--- src/rtl/clock_period_meter.sv ---
// clock_period_meter
// Measures the high and low phase lengths of a slow, asynchronous, clock-like
// input in clk_in cycles. sig_in is synchronized, edges are detected on the
// synchronized copy, and a three-state FSM counts each phase. A result is
// published, with a one-cycle valid pulse, on every rise that closes a fully
// observed high+low period. A phase that saturates its counter raises a
// sticky timeout, and the meter then waits for a fresh rise.
module clock_period_meter #(
  parameter int CNT_WIDTH   = 16,
  parameter int SYNC_STAGES = 2
) (
  input  logic                 clk_in,
  input  logic                 rst_n,
  input  logic                 sig_in,
  output logic [CNT_WIDTH-1:0] high_time,
  output logic [CNT_WIDTH-1:0] low_time,
  output logic [CNT_WIDTH:0]   period,
  output logic                 valid,
  output logic                 timeout
);

  typedef enum logic [1:0] {
    WAIT_RISE = 2'd0,
    MEAS_HIGH = 2'd1,
    MEAS_LOW  = 2'd2
  } state_t;

  localparam logic [CNT_WIDTH-1:0] CNT_MAX = '1;
  localparam logic [CNT_WIDTH-1:0] CNT_ONE = CNT_WIDTH'(1);

  // Synchronizer and edge detection
  logic [SYNC_STAGES-1:0] sync_q;
  logic                   s;
  logic                   s_d;
  logic                   rise;
  logic                   fall;

  // fill_q shifts in ones after reset. Its top bit is set once s_d holds a
  // genuine sample of sig_in rather than a reset zero. A rise seen before
  // that moment may be the release of reset over an already-high input, so
  // the phase it starts is truncated and must never be published.
  logic [SYNC_STAGES:0]   fill_q;
  logic                   primed;

  // Measurement state
  state_t                 state_q, state_d;
  logic [CNT_WIDTH-1:0]   cnt_q, cnt_d;
  logic [CNT_WIDTH-1:0]   hi_lat_q, hi_lat_d;
  logic                   trunc_q, trunc_d;
  logic [CNT_WIDTH-1:0]   cnt_inc;
  logic                   sat;
  logic                   capture;
  logic                   to_set;

  assign s      = sync_q[SYNC_STAGES-1];
  assign rise   = s & ~s_d;
  assign fall   = ~s & s_d;
  assign primed = fill_q[SYNC_STAGES];

  // Synchronizer chain, one-cycle delayed copy, and the priming shift register
  always_ff @(posedge clk_in or negedge rst_n) begin
    if (!rst_n) begin
      sync_q <= '0;
      s_d    <= 1'b0;
      fill_q <= '0;
    end else begin
      // NOTE: non-blocking assignments let every flop sample the pre-edge
      // value of its neighbour, which is what makes this a real shift chain.
      sync_q <= {sync_q[SYNC_STAGES-2:0], sig_in};
      s_d    <= s;
      fill_q <= {fill_q[SYNC_STAGES-1:0], 1'b1};
    end
  end

  // The counter saturates rather than wrapping, even where the FSM already
  // leaves the phase on saturation, so no path can ever roll it over.
  assign sat     = (cnt_q == CNT_MAX);
  assign cnt_inc = sat ? cnt_q : cnt_q + CNT_ONE;

  // Next-state logic: phase tracking, latching and timeout decision
  always_comb begin
    // NOTE: every variable written here receives a default first, so no path
    // through the case statement can leave one unassigned and infer a latch.
    state_d  = state_q;
    cnt_d    = cnt_q;
    hi_lat_d = hi_lat_q;
    trunc_d  = trunc_q;
    capture  = 1'b0;
    to_set   = 1'b0;

    unique case (state_q)
      WAIT_RISE: begin
        // A fall here is ignored: a period is only timed from a rise.
        if (rise) begin
          state_d = MEAS_HIGH;
          cnt_d   = CNT_ONE;
          trunc_d = ~primed;
        end
      end

      MEAS_HIGH: begin
        if (fall) begin
          hi_lat_d = cnt_q;
          cnt_d    = CNT_ONE;
          state_d  = MEAS_LOW;
        end else if (sat) begin
          state_d = WAIT_RISE;
          to_set  = 1'b1;
          trunc_d = 1'b0;
        end else begin
          cnt_d = cnt_inc;
        end
      end

      MEAS_LOW: begin
        if (rise) begin
          // This rise both closes the current period and opens the next one.
          capture = ~trunc_q;
          trunc_d = 1'b0;
          cnt_d   = CNT_ONE;
          state_d = MEAS_HIGH;
        end else if (sat) begin
          state_d = WAIT_RISE;
          to_set  = 1'b1;
          trunc_d = 1'b0;
        end else begin
          cnt_d = cnt_inc;
        end
      end

      default: begin
        state_d = WAIT_RISE;
        trunc_d = 1'b0;
      end
    endcase
  end

  // State register for the FSM and its phase counter
  always_ff @(posedge clk_in or negedge rst_n) begin
    if (!rst_n) begin
      state_q  <= WAIT_RISE;
      cnt_q    <= '0;
      hi_lat_q <= '0;
      trunc_q  <= 1'b0;
    end else begin
      state_q  <= state_d;
      cnt_q    <= cnt_d;
      hi_lat_q <= hi_lat_d;
      trunc_q  <= trunc_d;
    end
  end

  // Registered results: updated only on a capture and held in between.
  // timeout is sticky until the next published period clears it.
  always_ff @(posedge clk_in or negedge rst_n) begin
    if (!rst_n) begin
      high_time <= '0;
      low_time  <= '0;
      period    <= '0;
      valid     <= 1'b0;
      timeout   <= 1'b0;
    end else begin
      valid <= capture;
      if (capture) begin
        high_time <= hi_lat_q;
        low_time  <= cnt_q;
        period    <= (CNT_WIDTH+1)'(hi_lat_q) + (CNT_WIDTH+1)'(cnt_q);
        timeout   <= 1'b0;
      end else if (to_set) begin
        timeout <= 1'b1;
      end
    end
  end

endmodule

--- config.mk ---
export PLATFORM = sky130hd
export DESIGN_NAME = clock_period_meter
export DESIGN_NICKNAME = d
export VERILOG_FILES = /design/src/rtl/clock_period_meter.sv
export SDC_FILE = /design/constraint.sdc
export NUM_CORES = 1
export LEC_CHECK = 0
export BUFFER_PORTS_ARGS = -buffer_cell sky130_fd_sc_hd__buf_2
export CAP_MARGIN = 20
export CORE_ASPECT_RATIO = 0.8
export CORE_UTILIZATION = 50
export CTS_CLUSTER_DIAMETER = 150
export DETAILED_ROUTE_END_ITERATION = 12
export MAX_ROUTING_LAYER = met4
export PLACE_DENSITY_LB_ADDON = 0.1
export RECOVER_POWER = 25
export SYNTH_ARGS = -nofsm -noshare
export SYNTH_HDL_FRONTEND = slang
export SYNTH_SLANG_ARGS = --single-unit
--- constraint.sdc ---
create_clock -name clk_in -period 2.3 [get_ports clk_in]
set_input_delay 0.46 -clock clk_in [delete_from_list [all_inputs] [get_ports clk_in]]
set_output_delay 0.46 -clock clk_in [all_outputs]
set_load 0.02 [all_outputs]
==> out/results.tsv <==
metric	value	unit
hold slack	0.227	ns
GPL Wtd Cong	0.852	
largest fanout on the critical path	15	
violated checks	capacitance limit, slew limit	
actual slew at the worst max-slew pin	1.82	ns
CTS root buffer	clkbuf_16	
Tcrit/Tclk final	94.9	%
Die X-Extent	108	um
Post-CTS Setup Bufs	0	
DR pass1 iterations	4	
nets	565	
fmax	0.458	GHz
Num CTS Buffers	9	
std cell rows	30	
# hold bufs at CTS	0	
largest net degree at the start of global routing	46	
sequential-to-total area share from yosys stat	51.0	%
core area	8630	um^2
clock sinks	92	
leakage	0.00282	uW
DIE HEIGHT	87.0	um
max-cap violation count	1	
vias in the first global route	3468	
commonest register cell after synthesis	dfrtp_1	
Iter 0 DRT Violations	172	
final setup fails	0	
post-route DRC violation count	0	
Hold Vio Cnt, Final	0	
pwr/cell area	850	nW/um^2
placed wire-length estimate	7.79	mm
relative slew slack	-21.1	%
clock-pin slew of the registers on the worst-case setup and hold paths	0.06	ns
final slew viol count	33	
Worst-Skew Late Latency	0.34	ns
worst min path class	input port to flip-flop	
CP Capture Type	flip-flop	
synth unique cells	60	
layout cell share with drive strength beyond 1	21.7	%
flops & latches, synth	92	
die area	9410	um^2
syn avg cell area	9.62	um^2
Synth Warn #	0	
DR WL/cell	16.0	um
PortBufs	53	
unrepaired setup endpoints after global routing	no	
io pins	54	
Post-synth EDFFs	0	
critical path required time	2.58	ns
fin crit period	2.18	ns
syn nets	494	
Worst VDD drop	0.000686	V
CTS Buffer Depth	2	
Initial Utilization	52.2	%
mapped cell area	4510	um^2
ant diodes	0	
Vias/cell	5.46	
setup_tns	0	ns
DRT antenna net count	0	
via count	3587	
CP arrival	2.46	ns
Critical Path Source Type	flip-flop	
async set or reset register ratio after synthesis	100	%
Cells after Synth	469	
total congestion overflow	0	
TritonCTS clock tree	done	
Total GRT Usage	25.5	%
Syn-to-layout area delta	18.7	%
first-pass GRT wire length	17.5	mm
antenna violations before repair	0	
H-tree Lvls	3	
critical path class	flip-flop to flip-flop	
final clock skew	0.00332	ns
status	complete, but fails checks	
total wire length	10.5	mm
==> per-stage QoR <==
stage | instance area [um^2] | power (uW) | utilization [%] | std cells | setup slack [ns]
floorplan | 4510 | 2650 | - | 469 | 0.0156
global route | 5350 | 4800 | 62.0 | 657 | 0.000433
finish | 5350 | 4550 | 62.0 | 657 | 0.118
global placement | 5050 | 3070 | 58.6 | 641 | 0.0960
CTS | 5360 | 4590 | 62.0 | 657 | 0.0171
detailed placement | 5050 | 3110 | 58.6 | 641 | -0.0352
==> layer usage <==
metal / track usage [%] / vias to the layer above / routed length [um]
li1: - / 1759 / -
met1: 32.3 / 1756 / 4660
met2: 42.3 / 63 / 5270
met3: 5.01 / 9 / 535
met4: 6.23 / 0 / 78
met5: - / - / 0
==> logic make-up (layout without fill, tap and decap cells) <==
family,after synthesis,after routing,share of synthesized area (%)
adder cells (fa/ha/maj),22,22,6.27
XOR/XNOR,16,16,3.11
AND/OR/NAND/NOR,193,193,19.2
buffers and inverters,28,104,2.47
flip-flops,92,92,51.0
AO/OA/AOI/OAI,101,101,13.9
other,1,1,0.0831
multiplexers,16,16,3.97
==> placed cells by master (no fill, tap or decap), types with 2 or more instances in the layout <==
master	instances
o21bai_1	3
nand3b_1	3
buf_2	52
o211a_1	2
o31ai_1	2
xnor2_1	6
and2_1	3
ha_1	21
a21boi_0	2
dfrtp_1	92
a21oi_1	27
a31oi_1	4
nor3_1	2
nor2b_1	2
o21ai_0	33
nand2b_1	2
a21o_1	5
buf_4	22
and2_4	2
mux2_2	15
nand2_1	126
o21a_1	3
nor2_1	23
o21ai_2	2
clkbuf_16	9
nand4_1	9
buf_12	2
xor2_1	10
o21ai_1	2
inv_1	10
clkinv_2	2
a41oi_1	2
or3_1	4
nand3_1	5
clkbuf_1	3
==> worst max-delay path, stage by stage, from the launching register on <==
cell and delay (ns):
dfrtp_1 0.41, inv_1 0.10, ha_1 0.25, inv_1 0.07
or3_2 0.54, clkinv_1 0.32, buf_4 0.28, nand2_1 0.09
nand2_1 0.06
==> cells in the mapped netlist, drive strengths merged (2+ instances only) <==
cell type	count	area (um^2)
nand3b	3	22.5
o21ai	37	193
or3	5	31.3
a21oi	28	144
nor2b	2	12.5
ha	21	263
o211a	2	20.0
o21a	3	22.5
nand2b	4	35.0
nor2	24	90.1
o31ai	2	15.0
nand4	9	56.3
dfrtp	92	2300
xnor2	6	52.6
clkbuf	12	46.3
mux2	15	169
nand2	126	473
nor3	2	10.0
a21o	5	37.5
a31oi	4	25.0
nand3	5	25.0
and2	5	36.3
inv	10	37.5
a41oi	2	17.5
a21boi	3	22.5
nor4	2	27.5
xor2	10	87.6
o21bai	3	22.5
buf	5	23.8
a211oi	2	15.0
and3	2	13.8
==> report_power, final <==
part / internal (uW) / total, uW / switching, uW
clock network: 871 / 1470 / 597
logic: 470 / 1220 / 751
registers: 1770 / 1860 / 96.4
total: 3110 / 4550 / 1440
==> sequential cells by signal (all words and copies together) (netlist names), 2 cells and up <==
signal	count
fill_q	3
state_q	2
high_time	16
sync_q	2
period	17
cnt_q	16
low_time	16
hi_lat_q	16
==> cell type report <==
type	instances	area [um^2]
fillers	769	3280
flip-flops and latches	92	2300
multi-input cells	349	2110
repair buffers	77	469
clock buffers	12	246
well taps	112	140
clock inverters	4	48.8
inverters	11	41.3
==> path summary, 6_finish.rpt <==
kind                                 start  slack (ns)      endpoint  cells after the start
worst max register to register  state_q[0]        0.12  high_time[1]                      8
min in group asynchronous            rst_n        0.60    period[11]                      1
max in group asynchronous            rst_n        0.61    state_q[1]                      2
worst min register to register   sync_q[0]        0.35     sync_q[1]                      0
worst min-delay path                sig_in        0.23     sync_q[0]                      1
worst max-delay path            state_q[0]        0.12  high_time[1]                      8
==> what timing repair did <==
item                                    4_1_cts  5_1_grt
pin swaps                                     0        1
endpoints found under the setup margin        2        6
resized for setup                             1        3
No activity file was read; power rests on OpenSTA's default activity.
